<file path="src/rtl/program_loader_if.sv">
// Host-stream and program-memory write bundle between the loader and its neighbours.
// The loader side uses the slave modport; the host/bench side uses master.
interface program_loader_if #(
   parameter int unsigned ADD_WIDTH  = 7,
   parameter int unsigned DATA_WIDTH = 8
);
   logic                  start;
   logic                  byte_valid;
   logic [DATA_WIDTH-1:0] byte_in;
   logic                  byte_ready;
   logic                  pmWrEn;
   logic [ADD_WIDTH-1:0]  pm_addr;
   logic [DATA_WIDTH-1:0] instructionIn;
   logic                  cpu_rst;
   logic                  done;
   logic                  error;

   modport master (
      output start, byte_valid, byte_in,
      input  byte_ready, pmWrEn, pm_addr, instructionIn, cpu_rst, done, error
   );

   modport slave (
      input  start, byte_valid, byte_in,
      output byte_ready, pmWrEn, pm_addr, instructionIn, cpu_rst, done, error
   );
endinterface

</file>
<file path="src/rtl/program_loader.sv">
// Loads a length-prefixed, XOR-checksummed byte stream into program memory and
// holds the CPU in reset until a verified image is present.
module program_loader #(
   parameter int unsigned ADD_WIDTH  = 7,
   parameter int unsigned DATA_WIDTH = 8
) (
   input logic              clk,
   input logic              rst,
   program_loader_if.slave  bus
);
   localparam int unsigned CNT_W = ADD_WIDTH + 1;
   localparam int unsigned CAP   = 32'(1) << ADD_WIDTH;

   localparam logic [2:0] S_HOLD = 3'd0;
   localparam logic [2:0] S_LEN  = 3'd1;
   localparam logic [2:0] S_LOAD = 3'd2;
   localparam logic [2:0] S_CHK  = 3'd3;
   localparam logic [2:0] S_RUN  = 3'd4;
   localparam logic [2:0] S_ERR  = 3'd5;

   logic [2:0]            state_q, state_d;
   logic [CNT_W-1:0]      idx_q, idx_d;
   logic [CNT_W-1:0]      cnt_q, cnt_d;
   logic [DATA_WIDTH-1:0] acc_q, acc_d;
   logic                  wr_en_q, wr_en_d;
   logic [ADD_WIDTH-1:0]  addr_q, addr_d;
   logic [DATA_WIDTH-1:0] wdata_q, wdata_d;
   logic                  ready_q, ready_d;
   logic                  cpu_rst_q, cpu_rst_d;
   logic                  done_q, done_d;
   logic                  error_q, error_d;
   logic                  accept;

   assign accept = bus.byte_valid && ready_q;

   // Next-state and registered-output logic; outputs follow the next state.
   always_comb begin
      state_d = state_q;
      idx_d   = idx_q;
      cnt_d   = cnt_q;
      acc_d   = acc_q;
      wr_en_d = 1'b0;
      addr_d  = addr_q;
      wdata_d = wdata_q;

      case (state_q)
         S_HOLD, S_RUN, S_ERR: begin
            if (bus.start) state_d = S_LEN;
         end
         S_LEN: begin
            if (accept) begin
               if (32'(bus.byte_in) > CAP) begin
                  state_d = S_ERR;
               end else begin
                  idx_d   = '0;
                  acc_d   = '0;
                  // A zero length byte stands for a full memory image.
                  cnt_d   = (bus.byte_in == '0) ? CNT_W'(CAP) : CNT_W'(bus.byte_in);
                  state_d = S_LOAD;
               end
            end
         end
         S_LOAD: begin
            if (accept) begin
               wr_en_d = 1'b1;
               addr_d  = idx_q[ADD_WIDTH-1:0];
               wdata_d = bus.byte_in;
               idx_d   = idx_q + CNT_W'(1);
               acc_d   = acc_q ^ bus.byte_in;
               if (idx_q + CNT_W'(1) == cnt_q) state_d = S_CHK;
            end
         end
         S_CHK: begin
            if (accept) state_d = (acc_q == bus.byte_in) ? S_RUN : S_ERR;
         end
         default: state_d = S_HOLD;
      endcase

      ready_d   = (state_d == S_LEN) || (state_d == S_LOAD) || (state_d == S_CHK);
      cpu_rst_d = (state_d != S_RUN);
      done_d    = (state_d == S_RUN);
      error_d   = (state_d == S_ERR);
   end

   always_ff @(posedge clk or posedge rst) begin
      if (rst) begin
         state_q   <= S_HOLD;
         idx_q     <= '0;
         cnt_q     <= '0;
         acc_q     <= '0;
         wr_en_q   <= 1'b0;
         addr_q    <= '0;
         wdata_q   <= '0;
         ready_q   <= 1'b0;
         cpu_rst_q <= 1'b1;
         done_q    <= 1'b0;
         error_q   <= 1'b0;
      end else begin
         state_q   <= state_d;
         idx_q     <= idx_d;
         cnt_q     <= cnt_d;
         acc_q     <= acc_d;
         wr_en_q   <= wr_en_d;
         addr_q    <= addr_d;
         wdata_q   <= wdata_d;
         ready_q   <= ready_d;
         cpu_rst_q <= cpu_rst_d;
         done_q    <= done_d;
         error_q   <= error_d;
      end
   end

   assign bus.byte_ready    = ready_q;
   assign bus.pmWrEn        = wr_en_q;
   assign bus.pm_addr       = addr_q;
   assign bus.instructionIn = wdata_q;
   assign bus.cpu_rst       = cpu_rst_q;
   assign bus.done          = done_q;
   assign bus.error         = error_q;
endmodule

</file>
<file path="src/flat_wrapper.sv">
// flat-port wrapper written by rule: the top's interface ports become plain ports
module program_loader_flat 
#(
   parameter int unsigned ADD_WIDTH  = 7,
   parameter int unsigned DATA_WIDTH = 8
)
  (clk, rst, bus_start, bus_byte_valid, bus_byte_in, bus_byte_ready, bus_pmWrEn, bus_pm_addr, bus_instructionIn, bus_cpu_rst, bus_done, bus_error);
  program_loader_if #(.ADD_WIDTH(ADD_WIDTH), .DATA_WIDTH(DATA_WIDTH)) bus_i ();
  input logic clk;
  input logic rst;
  input wire logic [$bits(bus_i.start)-1:0] bus_start;
  input wire logic [$bits(bus_i.byte_valid)-1:0] bus_byte_valid;
  input wire logic [$bits(bus_i.byte_in)-1:0] bus_byte_in;
  output wire logic [$bits(bus_i.byte_ready)-1:0] bus_byte_ready;
  output wire logic [$bits(bus_i.pmWrEn)-1:0] bus_pmWrEn;
  output wire logic [$bits(bus_i.pm_addr)-1:0] bus_pm_addr;
  output wire logic [$bits(bus_i.instructionIn)-1:0] bus_instructionIn;
  output wire logic [$bits(bus_i.cpu_rst)-1:0] bus_cpu_rst;
  output wire logic [$bits(bus_i.done)-1:0] bus_done;
  output wire logic [$bits(bus_i.error)-1:0] bus_error;
  assign bus_i.start = bus_start;
  assign bus_i.byte_valid = bus_byte_valid;
  assign bus_i.byte_in = bus_byte_in;
  assign bus_byte_ready = bus_i.byte_ready;
  assign bus_pmWrEn = bus_i.pmWrEn;
  assign bus_pm_addr = bus_i.pm_addr;
  assign bus_instructionIn = bus_i.instructionIn;
  assign bus_cpu_rst = bus_i.cpu_rst;
  assign bus_done = bus_i.done;
  assign bus_error = bus_i.error;
  program_loader #(.ADD_WIDTH(ADD_WIDTH), .DATA_WIDTH(DATA_WIDTH)) u_core (.clk(clk), .rst(rst), .bus(bus_i));
endmodule
</file>
<file path="config.mk">
export PLATFORM = sky130hd
export DESIGN_NAME = program_loader_flat
export DESIGN_NICKNAME = d
export VERILOG_FILES = /design/src/rtl/program_loader_if.sv /design/src/rtl/program_loader.sv /design/src/flat_wrapper.sv
export SDC_FILE = /design/constraint.sdc
export NUM_CORES = 1
export LEC_CHECK = 0
export CORE_ASPECT_RATIO = 1.4
export CORE_UTILIZATION = 54
export DETAILED_ROUTE_END_ITERATION = 7
export PLACE_DENSITY = 0.79
export SYNTH_ARGS = -nofsm -noshare
export SYNTH_HDL_FRONTEND = slang
export SYNTH_SLANG_ARGS = --single-unit
</file>
<file path="constraint.sdc">
create_clock -name clk -period 2.54 [get_ports clk]
set_clock_uncertainty 0.05 [all_clocks]
set_input_delay 0.254 -clock clk [delete_from_list [all_inputs] [get_ports clk]]
set_output_delay 0.254 -clock clk [all_outputs]
set_load 0.02 [all_outputs]
</file>
**Word level (Yosys, flattened, before mapping)**

Cells that the tools add are included.

- Bits of input ports: 12
- Register bits: 47

- Order comparisons: 1
- Bitwise operators: 2
- Add/sub/neg operators: 1
- Reductions and logical operators: 10
- Equality and inequality tests: 16
- Muxes and demuxes: 17

Operators with widths:

| kind | count |
|---|---|
| $mux 8 | 5 |
| $pmux 8 s2 | 2 |
| $mux 3 | 6 |
| $eq 8x8->1 | 2 |
| $eq 3x2->1 const B | 4 |
| $eq 3x3->1 const B | 4 |
| $pmux 3 s4 | 1 |
| $add 8x1->8 const B | 1 |
| $gt 8x8->1 const B | 1 |
| $logic_not 8->1 | 1 |
| $xor 8x8->8 | 1 |
| $eq 3x1->1 const B | 2 |
| $ne 2x1->1 const B | 2 |
| $reduce_and 4->1 | 1 |
| $logic_not 3->1 | 1 |
| $mux 1 | 3 |
| $ne 3x3->1 const B | 1 |
| $reduce_and 3->1 | 1 |
| $reduce_or 3->1 | 1 |
| $logic_or 1x1->1 | 2 |
| $ne 2x2->1 const B | 1 |
| $reduce_and 2->1 | 1 |
| $reduce_bool 2->1 | 1 |
| $logic_and 1x1->1 | 1 |
| $not 1->1 | 1 |

**Depth between registers and ports, before layout**

- Depth in word-level cells: 8
- Depth in mapped cells: 7

**Worst setup path after synthesis**

Ideal clock, no wire load.

- Kind: register to register
- Start point: register u_core.ready_q, in the netlist u_core.bus.byte_ready
- End point: register u_core.idx_q[6]
- Data arrival time: 1,845 ps
- Library setup time: 133 ps
- Slack: 512 ps
- Path buffers: 2
- Cell stages (with the launch flop): 8
- Clock period less this slack: 2,028 ps
- Cells stage by stage: dfrtp_1 > nand2_1 > or4b_2 > buf_2 > o21a_1 > buf_2 > o21ai_0 > o31ai_1

- Word-level cells in the longest chain between the ends: 3

Ends and longest elaborated chain:

| item | RTL line | text |
|---|---|---|
| start, declared | program_loader.sv:28 | `logic ready_q, ready_d;` |
| start signal, assigned | program_loader.sv:106 | `ready_q <= ready_d;` |
| $logic_and 1x1->1 * | program_loader.sv:34 | `assign accept = bus.byte_valid && ready_q;` |
| $ne 2x1->1 (no source line) | n/a |  |
| $reduce_and 4->1 (no source line) * | n/a |  |
| end signal, assigned | program_loader.sv:100 | `idx_q <= idx_d;` |
| end, declared | program_loader.sv:22 | `logic [CNT_W-1:0] idx_q, idx_d;` |

Mark *: on every way between the ends. The rest lies on a longest branch, timed or not.
A chain may end at the register's enable or synchronous reset.

**Final worst setup path**

- Start point: register u_core.idx_q[0]
- End point: register u_core.state_q[0]

- Word-level cells in the longest chain between the ends: 5

Ends and longest elaborated chain:

| item | RTL line | text |
|---|---|---|
| $add 8x1->8 | program_loader.sv:70 | `if (idx_q + CNT_W'(1) == cnt_q) state_d = S_CHK;` |
| $eq 8x8->1 | program_loader.sv:70 |  |
| $mux 3 | program_loader.sv:70 |  |
| $mux 3 | program_loader.sv:64 | `if (accept) begin` |
| $pmux 3 s4 | program_loader.sv:46 | `case (state_q)` |
| named net u_core.state_d[0] | program_loader.sv:21 | `logic [2:0] state_q, state_d;` |
| end signal, assigned | program_loader.sv:99 | `state_q <= state_d;` |
| end, declared | program_loader.sv:21 |  |

The timed path passes the listed nets, and every way through them passes these cells.

==> run metrics <==
max-cap violations=0; met3 routed WL=203 microns; via-per-instance ratio=5.60; fmax=0.442 GHz; Clock Latency Late Sink=300 ps; Multi-input gate area=970 sq um; initial antenna violation count=0; Max clock buf depth=2; Crit. End Element=flop; Lkg Pwr=1.25 nW; final wirelength=4600 microns; DR top layer=met4; fin crit share=89.0%; cts bufs inserted=5; vias in the first global route=1,767; main flop type after synthesis=dfrtp_1; post-synthesis sequential area ratio=53.2%; Routed Antenna Nets=0; M1 WL=1990 microns; Setup Viol. Count Final=0; PwrDens=890 nW/um^2; DR vias=1,758; Post-Syn Instances=229; WL per Instance=14.6 microns; Synth async-reset ratio=100%; cts hold-fix bufs=0; post-CTS setup buffers=0; total gr overflow=0; status=completed; Yosys top cell area share=52.0%; Met2 Wirelength=2280 microns; first-pass GRT wire length=8000 microns; RD Place Congestion=0.849; crit path max-delay cell type=dfrtp_1; All-Layer GR Usage=23.9%; Sink Count=47; Pre-antenna DRT Iters=4; largest net degree at the start of global routing=27; Area contributors post-synth=dfrtp_1, nand2_1, o21ai_0, xnor2_1, mux2_2; # IOs=32; CP peak stage delay=470 ps; Slew headroom=63.1%; Synth Register Bits=47; number of unique standard cell types used by synthesis=38; TritonCTS clock tree=done; Slew @ Worst Pin=554 ps; final routed DRC violation total=0; core region area=3920 sq um; clk slew on worst S/H paths=80 ps; die height=77.8 microns; post_cts resized=0; sequential cell area=1180 sq um; effective utilization at floorplan=56.5%; Layout area overhead=23.0%; top cell type by total area after synthesis=dfrtp_1; Slew Limit Fails=0; layout cells sized above 1=12.2%; input/output buffers=31; htree depth=2; Worst Path Arrival=2400 ps; synthesized area per cell=9.67 sq um; CP required=2680 ps; cell row count=27; post-layout util=69.4%; Fin. Hold Viols=0; crit path time final=2260 ps; Final #Nets=283; R2R cell count=6; Post-synth EDFFs=0; Worst Hold Class=in -> async; final antenna diode count=0; Die W=56.1 microns; hpwl dp=3260 microns; critical path startpoint category=flop; worst vdd ir=610 uV; crit path kind=reg -> reg; die area=4360 sq um; Critical Path Fanout Max=7; Mapped Area=2210 sq um; clock root buffer=clkbuf_8; RSZ-0062 raised after global routing=false; crit-path cells=ha_1 > and3_1 > nand3_1 > xnor2_1 > mux2_2 > o41ai_1; total power=2.42 mW; synth warn=0; Mapped Nets=242; FILL cells=305; 1st-iter DRT viols=58; Final TNS setup=0 ps
-- kinds of logic (layout without fill, tap and decap cells) --
family                   Yosys count  count (layout)  synth area share, %
AO/OA/AOI/OAI                     44              44                 12.0
XOR/XNOR                          19              19                 7.52
adder cells (fa/ha/maj)            1               1                0.565
buffers and inverters             14              56                 3.00
flip-flops                        47              47                 53.2
multiplexers                       8               8                 4.07
AND/OR/NAND/NOR                   96              96                 19.7
-- worst paths after layout --
| path | endpoint | start | slack (ps) |
|---|---|---|---|
| worst max-delay path | u_core.state_q[0] | u_core.idx_q[0] | 280 |
| worst min-delay path | u_core.bus.pmWrEn | rst | 250 |
| worst max register to register | u_core.state_q[0] | u_core.idx_q[0] | 280 |
| worst min register to register | u_core.bus.pm_addr[3] | u_core.bus.pm_addr[3] | 430 |
| max in group asynchronous | u_core.cnt_q[0] | rst | 1560 |
| min in group clk | u_core.bus.pm_addr[3] | u_core.bus.pm_addr[3] | 430 |
-- synthesized netlist by cell type (2+ instances only) --
| cell | count |
|---|---|
| and3_1 | 2 |
| nand2_1 | 52 |
| or3_1 | 2 |
| o31ai_1 | 3 |
| mux2_2 | 8 |
| a21oi_1 | 2 |
| o21ai_0 | 27 |
| o41ai_1 | 2 |
| buf_2 | 4 |
| nand3b_1 | 2 |
| xnor2_1 | 12 |
| inv_1 | 4 |
| nor3_1 | 4 |
| clkbuf_1 | 4 |
| xor2_1 | 7 |
| nor2_1 | 15 |
| o21a_1 | 2 |
| o32a_1 | 2 |
| or4b_2 | 2 |
| nand3_1 | 10 |
| dfrtp_1 | 46 |
-- routing by layer --
layer  track usage, %  up-vias
met4             12.7        0
met1             29.6      830
met3             4.83       10
li1                 -      868
met2             39.3       50
met5                0        -
-- critical path: cells and delay by family (launching register included) --
kind,cells,cell delay [ps]
mux,1,360
fa+ha+maj,1,320
compound gates,1,330
xor+xnor,1,200
simple gates,2,430
flops,1,470
-- layout by cell type, fill, tap and decap left out, drive strengths merged, types with 2 or more instances in the layout --
master	count
clkbuf	8
xnor2	12
a21oi	2
clkdlybuf4s50	31
o41ai	2
nand3b	2
o32a	2
or4b	2
nand3	10
o31ai	3
or3	2
nand2	52
and3	2
nor3	4
mux2	8
nor2	15
buf	12
o21ai	28
o21a	2
xor2	7
inv	4
dfrtp	46
-- power by group --
part	total (mW)	leakage (nW)	switching (mW)	internal (mW)
clock	0.489	0.0515	0.241	0.248
sequential	1.12	0.620	0.173	0.948
combinational	0.813	0.575	0.403	0.410
-- cell type report --
type / count / area share, %
tap: 43 / 1.98
multi-input combinational: 168 / 35.6
timing repair buffer: 43 / 14.7
sequential: 47 / 43.3
clock buffer: 8 / 3.68
inverter: 5 / 0.736
-- per-stage QoR --
step	std cells	instance area, sq um	hold WS (ps)	worst slack, ps
after CTS	314	2720	268	302
after floorplan	229	2210	322	512
after detailed placement	306	2620	412	42.2
after global routing	314	2720	303	71.7
after global placement	306	2620	407	119
final	314	2720	249	280
-- flip-flops by register name, indices dropped and copies added, names as in the netlist, 3 cells and up --
name                      cells
u_core.idx_q                  8
u_core.cnt_q                  8
u_core.bus.instructionIn      8
u_core.acc_q                  8
u_core.state_q                3
u_core.bus.pm_addr            7
No activity file was read; power rests on OpenSTA's default activity.
